### src/rtl/calc_pkg.sv
// Shared definitions for the command-issue front end of the accumulator.
// Holds the opcode map, the issue FSM state type, the indices of the
// accumulator error flags and the rule that decides when an error flag
// counts as a fault for the command currently on the issue bus.
package calc_pkg;

    localparam logic [3:0] NOP = 4'b0000;
    localparam logic [3:0] GND = 4'b0001;
    localparam logic [3:0] ADD = 4'b0010;
    localparam logic [3:0] SUB = 4'b0011;
    localparam logic [3:0] MUL = 4'b0100;
    localparam logic [3:0] DIV = 4'b0101;
    localparam logic [3:0] MOD = 4'b0110;
    localparam logic [3:0] RST = 4'b1111;

    // Bit positions inside the accumulator ERR bus
    localparam int ERR_OVF  = 0;   // overflow
    localparam int ERR_DIVZ = 1;   // divide / modulo by zero

    typedef enum logic [1:0] {
        IDLE  = 2'd0,
        ISSUE = 2'd1,
        HLT   = 2'd2
    } state_e;

    // An error flag only matters for the opcodes that can raise it:
    // overflow for ADD/SUB, divide-by-zero for DIV/MOD.
    function automatic logic is_fault(input logic [3:0] op, input logic [1:0] err);
        logic ovf_op;
        logic div_op;
        ovf_op = (op == ADD) || (op == SUB);
        div_op = (op == DIV) || (op == MOD);
        return (err[ERR_OVF] && ovf_op) || (err[ERR_DIVZ] && div_op);
    endfunction

endpackage

### src/rtl/cmd_issue_if.sv
// Bundle of the producer handshake, the issue bus to the accumulator and
// the fault/status lines of cmd_issue.
//   master : producer / accumulator side (drives command, ERR, CLR)
//   slave  : cmd_issue side (drives READY, issue bus, HALT, ERR_OP, COUNT)
interface cmd_issue_if #(
    parameter int DEPTH = 4
);
    localparam int CW = $clog2(DEPTH) + 1;

    logic          CMD_VALID;
    logic          CMD_READY;
    logic [3:0]    CMD_OP;
    logic [15:0]   CMD_IN1;
    logic [3:0]    ISS_OP;
    logic [15:0]   ISS_IN1;
    logic [1:0]    ERR;
    logic          CLR;
    logic          HALT;
    logic [3:0]    ERR_OP;
    logic [CW-1:0] COUNT;

    modport master (
        output CMD_VALID, CMD_OP, CMD_IN1, ERR, CLR,
        input  CMD_READY, ISS_OP, ISS_IN1, HALT, ERR_OP, COUNT
    );

    modport slave (
        input  CMD_VALID, CMD_OP, CMD_IN1, ERR, CLR,
        output CMD_READY, ISS_OP, ISS_IN1, HALT, ERR_OP, COUNT
    );
endinterface

### src/rtl/cmd_fifo.sv
// Command queue: DEPTH entries of {opcode, operand} (20 bits).
// Ports:
//   CLK, RST_N  clock, asynchronous active-low reset (empties the queue)
//   push_i      write wdata_i (ignored when full)
//   wdata_i     entry to write
//   pop_i       drop the head entry (ignored when empty)
//   rdata_o     current head entry (valid when count_o != 0)
//   count_o     occupancy 0..DEPTH
module cmd_fifo #(
    parameter int DEPTH = 4
) (
    input  logic                     CLK,
    input  logic                     RST_N,
    input  logic                     push_i,
    input  logic [19:0]              wdata_i,
    input  logic                     pop_i,
    output logic [19:0]              rdata_o,
    output logic [$clog2(DEPTH):0]   count_o
);
    localparam int AW = $clog2(DEPTH);
    localparam int CW = AW + 1;
    localparam logic [CW-1:0] FULL = CW'(DEPTH);

    logic [19:0]   mem_q [DEPTH];
    logic [AW-1:0] wr_ptr_q, rd_ptr_q;
    logic [CW-1:0] count_q, count_d;
    logic          do_push, do_pop;

    assign do_push = push_i && (count_q < FULL);
    assign do_pop  = pop_i && (count_q != '0);

    always_comb begin
        count_d = count_q;
        case ({do_push, do_pop})
            2'b10:   count_d = count_q + 1'b1;
            2'b01:   count_d = count_q - 1'b1;
            default: count_d = count_q;
        endcase
    end

    // Pointers wrap naturally because DEPTH is a power of two.
    always_ff @(posedge CLK or negedge RST_N) begin
        if (!RST_N) begin
            wr_ptr_q <= '0;
            rd_ptr_q <= '0;
            count_q  <= '0;
        end else begin
            if (do_push) wr_ptr_q <= wr_ptr_q + 1'b1;
            if (do_pop)  rd_ptr_q <= rd_ptr_q + 1'b1;
            count_q <= count_d;
        end
    end

    // Storage needs no reset: entries are only read when count_q says valid.
    always_ff @(posedge CLK) begin
        if (do_push) mem_q[wr_ptr_q] <= wdata_i;
    end

    assign rdata_o = mem_q[rd_ptr_q];
    assign count_o = count_q;

endmodule

### src/rtl/cmd_issue.sv
// Command issue stage: queues commands from a producer and hands them one
// per cycle to the accumulator datapath. A fault reported by the
// accumulator for the command just issued stops issue (HALT) until CLR.
// Ports:
//   CLK, RST_N  clock, asynchronous active-low reset
//   bus         cmd_issue_if.slave: CMD_VALID/READY/OP/IN1 in,
//               ISS_OP/ISS_IN1 out, ERR/CLR in, HALT/ERR_OP/COUNT out
module cmd_issue
    import calc_pkg::*;
#(
    parameter int DEPTH = 4
) (
    input  logic      CLK,
    input  logic      RST_N,
    cmd_issue_if.slave bus
);
    localparam int CW = $clog2(DEPTH) + 1;

    state_e        state_q, state_d;
    logic [3:0]    iss_op_q, iss_op_d;
    logic [15:0]   iss_in1_q, iss_in1_d;
    logic          halt_q, halt_d;
    logic [3:0]    err_op_q, err_op_d;

    logic [CW-1:0] count;
    logic [19:0]   head;
    logic          ready, push, pop, fault;

    // Ready depends only on occupancy, so a full queue refuses a push even
    // in a cycle where the head is being popped.
    assign ready = (count < CW'(DEPTH));
    assign push  = bus.CMD_VALID && ready;

    // Only the cycle in which a real command sat on the issue bus can fault.
    assign fault = (state_q == ISSUE) && is_fault(iss_op_q, bus.ERR);

    cmd_fifo #(.DEPTH(DEPTH)) u_fifo (
        .CLK     (CLK),
        .RST_N   (RST_N),
        .push_i  (push),
        .wdata_i ({bus.CMD_OP, bus.CMD_IN1}),
        .pop_i   (pop),
        .rdata_o (head),
        .count_o (count)
    );

    always_comb begin
        state_d   = state_q;
        iss_op_d  = iss_op_q;
        iss_in1_d = iss_in1_q;
        halt_d    = halt_q;
        err_op_d  = err_op_q;
        pop       = 1'b0;
        case (state_q)
            IDLE, ISSUE: begin
                if (fault) begin
                    // Faulting command is not retried; the next queued one
                    // stays at the head until CLR.
                    iss_op_d  = NOP;
                    iss_in1_d = '0;
                    err_op_d  = iss_op_q;
                    halt_d    = 1'b1;
                    state_d   = HLT;
                end else if (count != '0) begin
                    pop       = 1'b1;
                    iss_op_d  = head[19:16];
                    iss_in1_d = head[15:0];
                    state_d   = ISSUE;
                end else begin
                    iss_op_d  = NOP;
                    iss_in1_d = '0;
                    state_d   = IDLE;
                end
            end
            HLT: begin
                iss_op_d  = NOP;
                iss_in1_d = '0;
                if (bus.CLR) begin
                    halt_d  = 1'b0;
                    state_d = IDLE;
                end
            end
            default: begin
                iss_op_d  = NOP;
                iss_in1_d = '0;
                state_d   = IDLE;
            end
        endcase
    end

    always_ff @(posedge CLK or negedge RST_N) begin
        if (!RST_N) begin
            state_q   <= IDLE;
            iss_op_q  <= NOP;
            iss_in1_q <= '0;
            halt_q    <= 1'b0;
            err_op_q  <= NOP;
        end else begin
            state_q   <= state_d;
            iss_op_q  <= iss_op_d;
            iss_in1_q <= iss_in1_d;
            halt_q    <= halt_d;
            err_op_q  <= err_op_d;
        end
    end

    assign bus.CMD_READY = ready;
    assign bus.ISS_OP    = iss_op_q;
    assign bus.ISS_IN1   = iss_in1_q;
    assign bus.HALT      = halt_q;
    assign bus.ERR_OP    = err_op_q;
    assign bus.COUNT     = count;

endmodule

### src/flat_wrapper.sv
// flat-port wrapper written by rule: the top's interface ports become plain ports
module cmd_issue_flat import calc_pkg::*;
#(
    parameter int DEPTH = 4
)
  (CLK, RST_N, bus_CMD_VALID, bus_CMD_OP, bus_CMD_IN1, bus_ERR, bus_CLR, bus_CMD_READY, bus_ISS_OP, bus_ISS_IN1, bus_HALT, bus_ERR_OP, bus_COUNT);
  cmd_issue_if #(.DEPTH(DEPTH)) bus_i ();
  input  logic CLK;
  input  logic RST_N;
  input wire logic [$bits(bus_i.CMD_VALID)-1:0] bus_CMD_VALID;
  input wire logic [$bits(bus_i.CMD_OP)-1:0] bus_CMD_OP;
  input wire logic [$bits(bus_i.CMD_IN1)-1:0] bus_CMD_IN1;
  input wire logic [$bits(bus_i.ERR)-1:0] bus_ERR;
  input wire logic [$bits(bus_i.CLR)-1:0] bus_CLR;
  output wire logic [$bits(bus_i.CMD_READY)-1:0] bus_CMD_READY;
  output wire logic [$bits(bus_i.ISS_OP)-1:0] bus_ISS_OP;
  output wire logic [$bits(bus_i.ISS_IN1)-1:0] bus_ISS_IN1;
  output wire logic [$bits(bus_i.HALT)-1:0] bus_HALT;
  output wire logic [$bits(bus_i.ERR_OP)-1:0] bus_ERR_OP;
  output wire logic [$bits(bus_i.COUNT)-1:0] bus_COUNT;
  assign bus_i.CMD_VALID = bus_CMD_VALID;
  assign bus_i.CMD_OP = bus_CMD_OP;
  assign bus_i.CMD_IN1 = bus_CMD_IN1;
  assign bus_i.ERR = bus_ERR;
  assign bus_i.CLR = bus_CLR;
  assign bus_CMD_READY = bus_i.CMD_READY;
  assign bus_ISS_OP = bus_i.ISS_OP;
  assign bus_ISS_IN1 = bus_i.ISS_IN1;
  assign bus_HALT = bus_i.HALT;
  assign bus_ERR_OP = bus_i.ERR_OP;
  assign bus_COUNT = bus_i.COUNT;
  cmd_issue #(.DEPTH(DEPTH)) u_core (.CLK(CLK), .RST_N(RST_N), .bus(bus_i));
endmodule
### config.mk
export PLATFORM = sky130hd
export DESIGN_NAME = cmd_issue_flat
export DESIGN_NICKNAME = d
export VERILOG_FILES = /design/src/rtl/calc_pkg.sv /design/src/rtl/cmd_issue_if.sv /design/src/rtl/cmd_fifo.sv /design/src/rtl/cmd_issue.sv /design/src/flat_wrapper.sv
export SDC_FILE = /design/constraint.sdc
export NUM_CORES = 1
export LEC_CHECK = 0
export ABC_AREA = 1
export BUFFER_PORTS_ARGS = -buffer_cell sky130_fd_sc_hd__buf_2
export CORE_MARGIN = 2
export CORE_UTILIZATION = 62
export DETAILED_ROUTE_END_ITERATION = 8
export HOLD_SLACK_MARGIN = 0.15
export PLACE_DENSITY = 0.84
export SYNTH_ARGS = -nofsm -noshare
export SYNTH_HDL_FRONTEND = slang
export SYNTH_SLANG_ARGS = --single-unit
### constraint.sdc
create_clock -name CLK -period 4.9 [get_ports CLK]
set_input_delay 0.735 -clock CLK [delete_from_list [all_inputs] [get_ports CLK]]
set_output_delay 0.735 -clock CLK [all_outputs]
set_load 0.05 [all_outputs]
== Yosys cells after proc, flatten, opt, wreduce, memory -nomap -nowiden ==
Memories as Yosys holds them, arrays and structs flattened.
Index checks and enable logic that the tools add are counted.
W data, S select, Z words.

* Register bits: 34
* Memory bits (writable): 80
* Output and inout bits: 29
* Memories: 1
* Logic and storage cells: 59

{| class="wikitable"
|+ Memories
! name !! words !! width !! rd ports !! clocked after memory_dff !! wr ports !! RTL line !! source
|-
| u_core.u_fifo.mem_q || 4 || 20 || 1 || 0 || 1 || cmd_fifo.sv:24 || <nowiki>logic [19:0] mem_q [DEPTH];</nowiki>
|}

* Add/sub/neg operators: 4
* Order comparisons: 1
* Multiplexer cells: 19
* Reductions and logical operators: 16
* Equality and inequality tests: 10

{| class="wikitable"
|+ Operator list
! cell !! number
|-
| $mux W16 || 3
|-
| $mux W4 || 3
|-
| $eq A4 B2 Y1 const B || 2
|-
| $eq A4 B3 Y1 const B || 2
|-
| $mux W1 || 8
|-
| $logic_and A1 B1 Y1 || 6
|-
| $pmux W3 S2 || 1
|-
| $add A2 B1 Y2 const B || 2
|-
| $eq A2 B1 Y1 const B || 2
|-
| $eq A2 B2 Y1 const B || 2
|-
| $mux W2 || 2
|-
| $pmux W2 S2 || 1
|-
| $reduce_bool A2 Y1 || 2
|-
| $add A3 B1 Y3 const B || 1
|-
| $logic_or A1 B1 Y1 || 3
|-
| $lt A3 B3 Y1 const B || 1
|-
| $reduce_and A3 Y1 || 1
|-
| $reduce_bool A3 Y1 || 1
|-
| $sub A3 B1 Y3 const B || 1
|-
| $logic_not A2 Y1 || 1
|-
| $ne A2 B1 Y1 const B || 1
|-
| $ne A2 B2 Y1 const B || 1
|-
| $pmux W1 S2 || 1
|-
| $reduce_and A2 Y1 || 1
|-
| $reduce_or A2 Y1 || 1
|}

== Depth between registers and ports, before layout ==
* Depth in word-level cells: 10
* Mapped depth: 13
* Depth with buffers taken out: 12

== By module ==
Synthesis repeated with hierarchy kept, for this count alone.

* Cells, all modules: 394
* Area, all modules: 4755.8 sq um

{| class="wikitable"
|+ Modules (own cells, without submodules)
! module !! area each (sq um) !! instances !! cells an instance
|-
| cmd_fifo || 3649.8 || 1 || 288
|-
| cmd_issue || 1106.1 || 1 || 106
|}

== Worst setup path after synthesis ==
No wires, ideal clock.

* Kind: register -> register
* Start: register u_core.u_fifo.count_q[2] (netlist: u_core.u_fifo.count_o[2])
* End: memory u_core.u_fifo.mem_q[0][0], enable pin
* Arrival: 2258 ps
* Path buffers: 0
* Period minus slack after synthesis: 2655 ps
* Path slack: 2245 ps
* Library setup time: 397 ps
* Stages on the path, launching flop included: 4
* Path through: dfrtp_1 > inv_1 > nand2_1 > nor2_1

* Cells in the longest elaborated chain, start to end: 5

{| class="wikitable"
|+ Ends and longest elaborated chain
! what !! RTL line !! source
|-
| start, declared || cmd_fifo.sv:26 || <nowiki>logic [CW-1:0] count_q, count_d;</nowiki>
|-
| start signal, assigned || cmd_fifo.sv:50 || <nowiki>count_q <= count_d;</nowiki>
|-
| $lt A3 B3 Y1 (*) || cmd_issue.sv:31 || <nowiki>assign ready = (count < CW'(DEPTH));</nowiki>
|-
| via bus_CMD_READY || flat_wrapper.sv:15 || <nowiki>output wire logic [$bits(bus_i.CMD_READY)-1:0] bus_CMD_READY;</nowiki>
|-
| $logic_and A1 B1 Y1 || cmd_issue.sv:32 || <nowiki>assign push = bus.CMD_VALID && ready;</nowiki>
|-
| $logic_and A1 B1 Y1 (*) || cmd_fifo.sv:29 || <nowiki>assign do_push = push_i && (count_q < FULL);</nowiki>
|-
| $mux W1 (*) || cmd_fifo.sv:56 || <nowiki>if (do_push) mem_q[wr_ptr_q] <= wdata_i;</nowiki>
|-
| $mux W1 (not written as such) (*) || cmd_fifo.sv:56 ||
|-
| end, declared || cmd_fifo.sv:24 ||
|}

Mark *: on every way through the listed nets, which the timed path passes. The rest lies on a longest branch.

== Final worst setup path ==
* Start: register u_core.iss_op_q[1] (netlist: u_core.bus.ISS_OP[1])
* End: register u_core.u_fifo.count_q[2] (netlist: u_core.u_fifo.count_o[2])

* Cells in the longest elaborated chain, start to end: 10
* Elaborated cells between the ends (all ways): 17
* Classes of those cells: 6 x eq/ne; 3 x mux; 8 x reduce/logical

{| class="wikitable"
|+ Ends and longest elaborated chain
! what !! RTL line !! source
|-
| start, declared || cmd_issue.sv:20 || <nowiki>logic [3:0] iss_op_q, iss_op_d;</nowiki>
|-
| start signal, assigned || cmd_issue.sv:100 || <nowiki>iss_op_q <= iss_op_d;</nowiki>
|-
| $eq A4 B2 Y1 / $eq A4 B3 Y1 (equally long branches) || calc_pkg.sv:31, calc_pkg.sv:32 ||
|-
| $logic_or A1 B1 Y1 (on tied branches) || calc_pkg.sv:31, calc_pkg.sv:32 ||
|-
| $logic_and A1 B1 Y1 || calc_pkg.sv:33 || <nowiki>return (err[ERR_OVF] && ovf_op) || (err[ERR_DIVZ] && div_op);</nowiki>
|-
| $logic_or A1 B1 Y1 (*) || calc_pkg.sv:33 ||
|-
| $logic_and A1 B1 Y1 (*) || cmd_issue.sv:35 || <nowiki>assign fault = (state_q == ISSUE) && is_fault(iss_op_q, bus.ERR);</nowiki>
|-
| $mux W1 (*) || cmd_issue.sv:56 || <nowiki>if (fault) begin</nowiki>
|-
| $mux W1 (*) || cmd_issue.sv:54 || <nowiki>case (state_q)</nowiki>
|-
| $logic_and A1 B1 Y1 (*) || cmd_fifo.sv:30 || <nowiki>assign do_pop = pop_i && (count_q != '0);</nowiki>
|-
| via u_core.u_fifo.do_pop || cmd_fifo.sv:27 || <nowiki>logic do_push, do_pop;</nowiki>
|-
| $eq A2 B1 Y1 / $eq A2 B2 Y1 (equally long branches) || cmd_fifo.sv:34 || <nowiki>case ({do_push, do_pop})</nowiki>
|-
| $pmux W3 S2 / $reduce_bool A2 Y1 (equally long branches) || -- ||
|}

Marks and branches as above.
A chain may end at the register's enable or synchronous reset.

==> flow_summary.ini <==
[status]
outcome = completed

[finish]
stdcell_count = 540
drive_gt1_share_pct = 23.6
nets = 460
num_antenna_cells = 0
final_util_pct = 76.4
final_common_cell = edfxtp_1
synthToLayoutAreaGrowth_pct = 21.2
final_cell_mix = edfxtp_1, nor2_1, buf_2

[clocking]
insertion_delay_ps = 510
cts_sinks = 114
cts-root-buf = clkbuf_8
ctsResizeCount = 0
ctsLongestPathBuffers = 2
postCtsHoldBufs = 0
numCtsBuffers = 17
cts_tree = done
path_clk_slew_ps = 50
cts_setup_buffers = 0
htree_num_levels = 4

[synthesis]
synth_cell_types = 27
synth-seq-cells = 114
netlist_top_cells_area = edfxtp_1, dfrtp_1, nor2_1
synth_top_area_share_pct = 53.4
synth_largest_area_cell = edfxtp_1
synthesis.nets = 401
synth_seq_area_share_pct = 72.3
synth.avg_cell_area_um2 = 12.2
syn_area_um2 = 4500
synthesis.instances = 369
ys_warn_count = 0

[setup_path]
cp.arrival_ps = 2660
reg2reg_from = u_core.bus.ISS_OP[1]$_DFF_PN0_
cp_max_fo = 24
critical_path_class = reg -> reg
rr_endpoint = u_core.u_fifo.count_o[2]$_DFFE_PN0P_
regToRegSetupSlack_ps = 2630
slowest_delay_ps = 420
start_kind = flip-flop
crit_chain = nand2_1, nand2_1, nand2_2, nand3_2, nand2_4, inv_1, ha_1, inv_1, fa_1, a21oi_1, o21ai_0, xor2_1
cpMaxStageDelayCell = dfrtp_1
critPathRequiredTime_ps = 5290
end_kind = flip-flop
r2r_cells = 12

[placed_design]
numPlacedInstances = 508
portBuffers = 54
post-place-ws_ps = 2310
post-dp-hpwl_um = 4640
gp_congestion = 0.705

[global_routing]
grt_max_degree = 44
track_usage_pct = 24.4
antenna_found_initial = 0
grt_pass1_vias = 2789
grt_first_pass_wirelength_um = 13800
gr-total-overflow = 0

[route]
drt-total-wl_um = 8970
vias = 2908
drt-initial-drc-count = 225
drtPass1Iterations = 5
wl_per_cell_um = 16.6
drc = 0
vias_per_cell = 5.39
antenna_left = 0

[worst_hold_path]
hold_class = in -> async

[sta]
min_period_ps = 2270
rsz0062_at_grt = false
fin_crit_sh_pct = 46.4
maxSlewHeadroom_pct = 15.7
finalWorstSetupSlack_ps = 2630
finalHoldViolations = 0
fmax_mhz = 440
setup_viol = 0
worstMarginPinSlew_ps = 1260
slew_violations = 0
finalSetupTns_ps = 0
finalClockSkew_ps = 8.20

[floorplan]
row_count = 31
fp.dieH_um = 89.2
initial_core_util_pct = 63.0
design.die.area_um2 = 7950
core_area_um2 = 7140
io_pins = 55
die_x_um = 89.2

[job]
cap_viol_max_count = 0

[power_and_ir_drop]
p_per_area_nw_per_um2 = 776
power_mw = 4.23
irDropWorstVdd_v = 0.000392
leakage_nw = 2.28
==> Yosys cell counts, drive strengths merged <==
cell    number
nand3        5
fa           1
a21oi        3
edfxtp      80
buf         14
nand2       23
xor2         3
and2         1
o31ai        1
dfrtp       34
nor2        90
inv         42
xnor2        1
o21ai       62
ha           5
nand4        3
clkbuf       1
==> per-stage QoR <==
stage,hold slack [ps],instance area (um^2)
2_1_floorplan,439,4500
3_3_place_gp,451,4820
3_5_place_dp,466,4820
4_1_cts,324,5450
5_1_grt,377,5450
6_report,311,5450
==> how the worst max path moves through the flow <==
stage                                         startpoint                                   end  slack [ps]  cells past startpoint
finish                    u_core.bus.ISS_OP[1]$_DFF_PN0_  u_core.u_fifo.count_o[2]$_DFFE_PN0P_        2630                     12
global route              u_core.bus.ISS_OP[1]$_DFF_PN0_  u_core.u_fifo.count_o[2]$_DFFE_PN0P_        2450                     12
CTS                 u_core.u_fifo.count_o[2]$_DFFE_PN0P_  u_core.u_fifo.mem_q[1][19]$_DFFE_PP_        2650                      3
detailed placement                            bus_ERR[1]  u_core.u_fifo.count_o[2]$_DFFE_PN0P_        2310                     12
global placement                              bus_ERR[1]  u_core.u_fifo.count_o[2]$_DFFE_PN0P_        2400                     12
floorplan           u_core.u_fifo.count_o[2]$_DFFE_PN0P_   u_core.u_fifo.mem_q[0][0]$_DFFE_PP_        2250                      3
==> state kept, by name, summed over array words and instances (netlist names) <==
register	count
u_core.bus.ISS_IN1	16
u_core.u_fifo.mem_q	80
u_core.bus.ISS_OP	4
u_core.state_q	2
u_core.u_fifo.rd_ptr_q	2
u_core.bus.HALT	1
u_core.u_fifo.count_o	3
u_core.bus.ERR_OP	4
u_core.u_fifo.wr_ptr_q	2
==> kinds of logic (layout without fill, tap and decap cells) <==
family,count (synthesis),in the layout,synth area share [%]
adder cells (fa/ha/maj),6,6,1.84
AO/OA/AOI/OAI,66,66,7.65
flip-flops,114,114,72.3
XOR/XNOR,4,4,0.779
AND/OR/NAND/NOR,122,122,11.8
buffers and inverters,57,129,5.56
==> critical path, delay by kind of cell (launching register included) <==
kind,cells,cell delay [ps]
simple gates,5,560
compound gates,2,260
buf+inv,2,200
fa+ha+maj,2,540
xor+xnor,1,150
flops,1,420
==> area by class of cell <==
class | instances | area [um^2]
Multi-Input combinational cell | 198 | 1000
Inverter | 42 | 158
Timing Repair Buffer | 55 | 278
Clock inverter | 14 | 216
Sequential cell | 114 | 3250
Clock buffer | 18 | 418
Fill cell | 459 | 1690
Tap cell | 99 | 124
==> report_power, final <==
part | internal (mW) | switching (mW)
clock network | 0.915 | 0.400
registers | 1.28 | 0.0942
logic | 0.386 | 1.15
==> routing by layer <==
metal	GRT usage, %	vias up	wire length [um]
li1	-	1347	-
met3	8.40	11	569
met1	30.8	1425	3630
met4	9.09	0	99
met5	0	-	0
met2	39.3	125	4670
No activity file was read; power rests on OpenSTA's default activity.
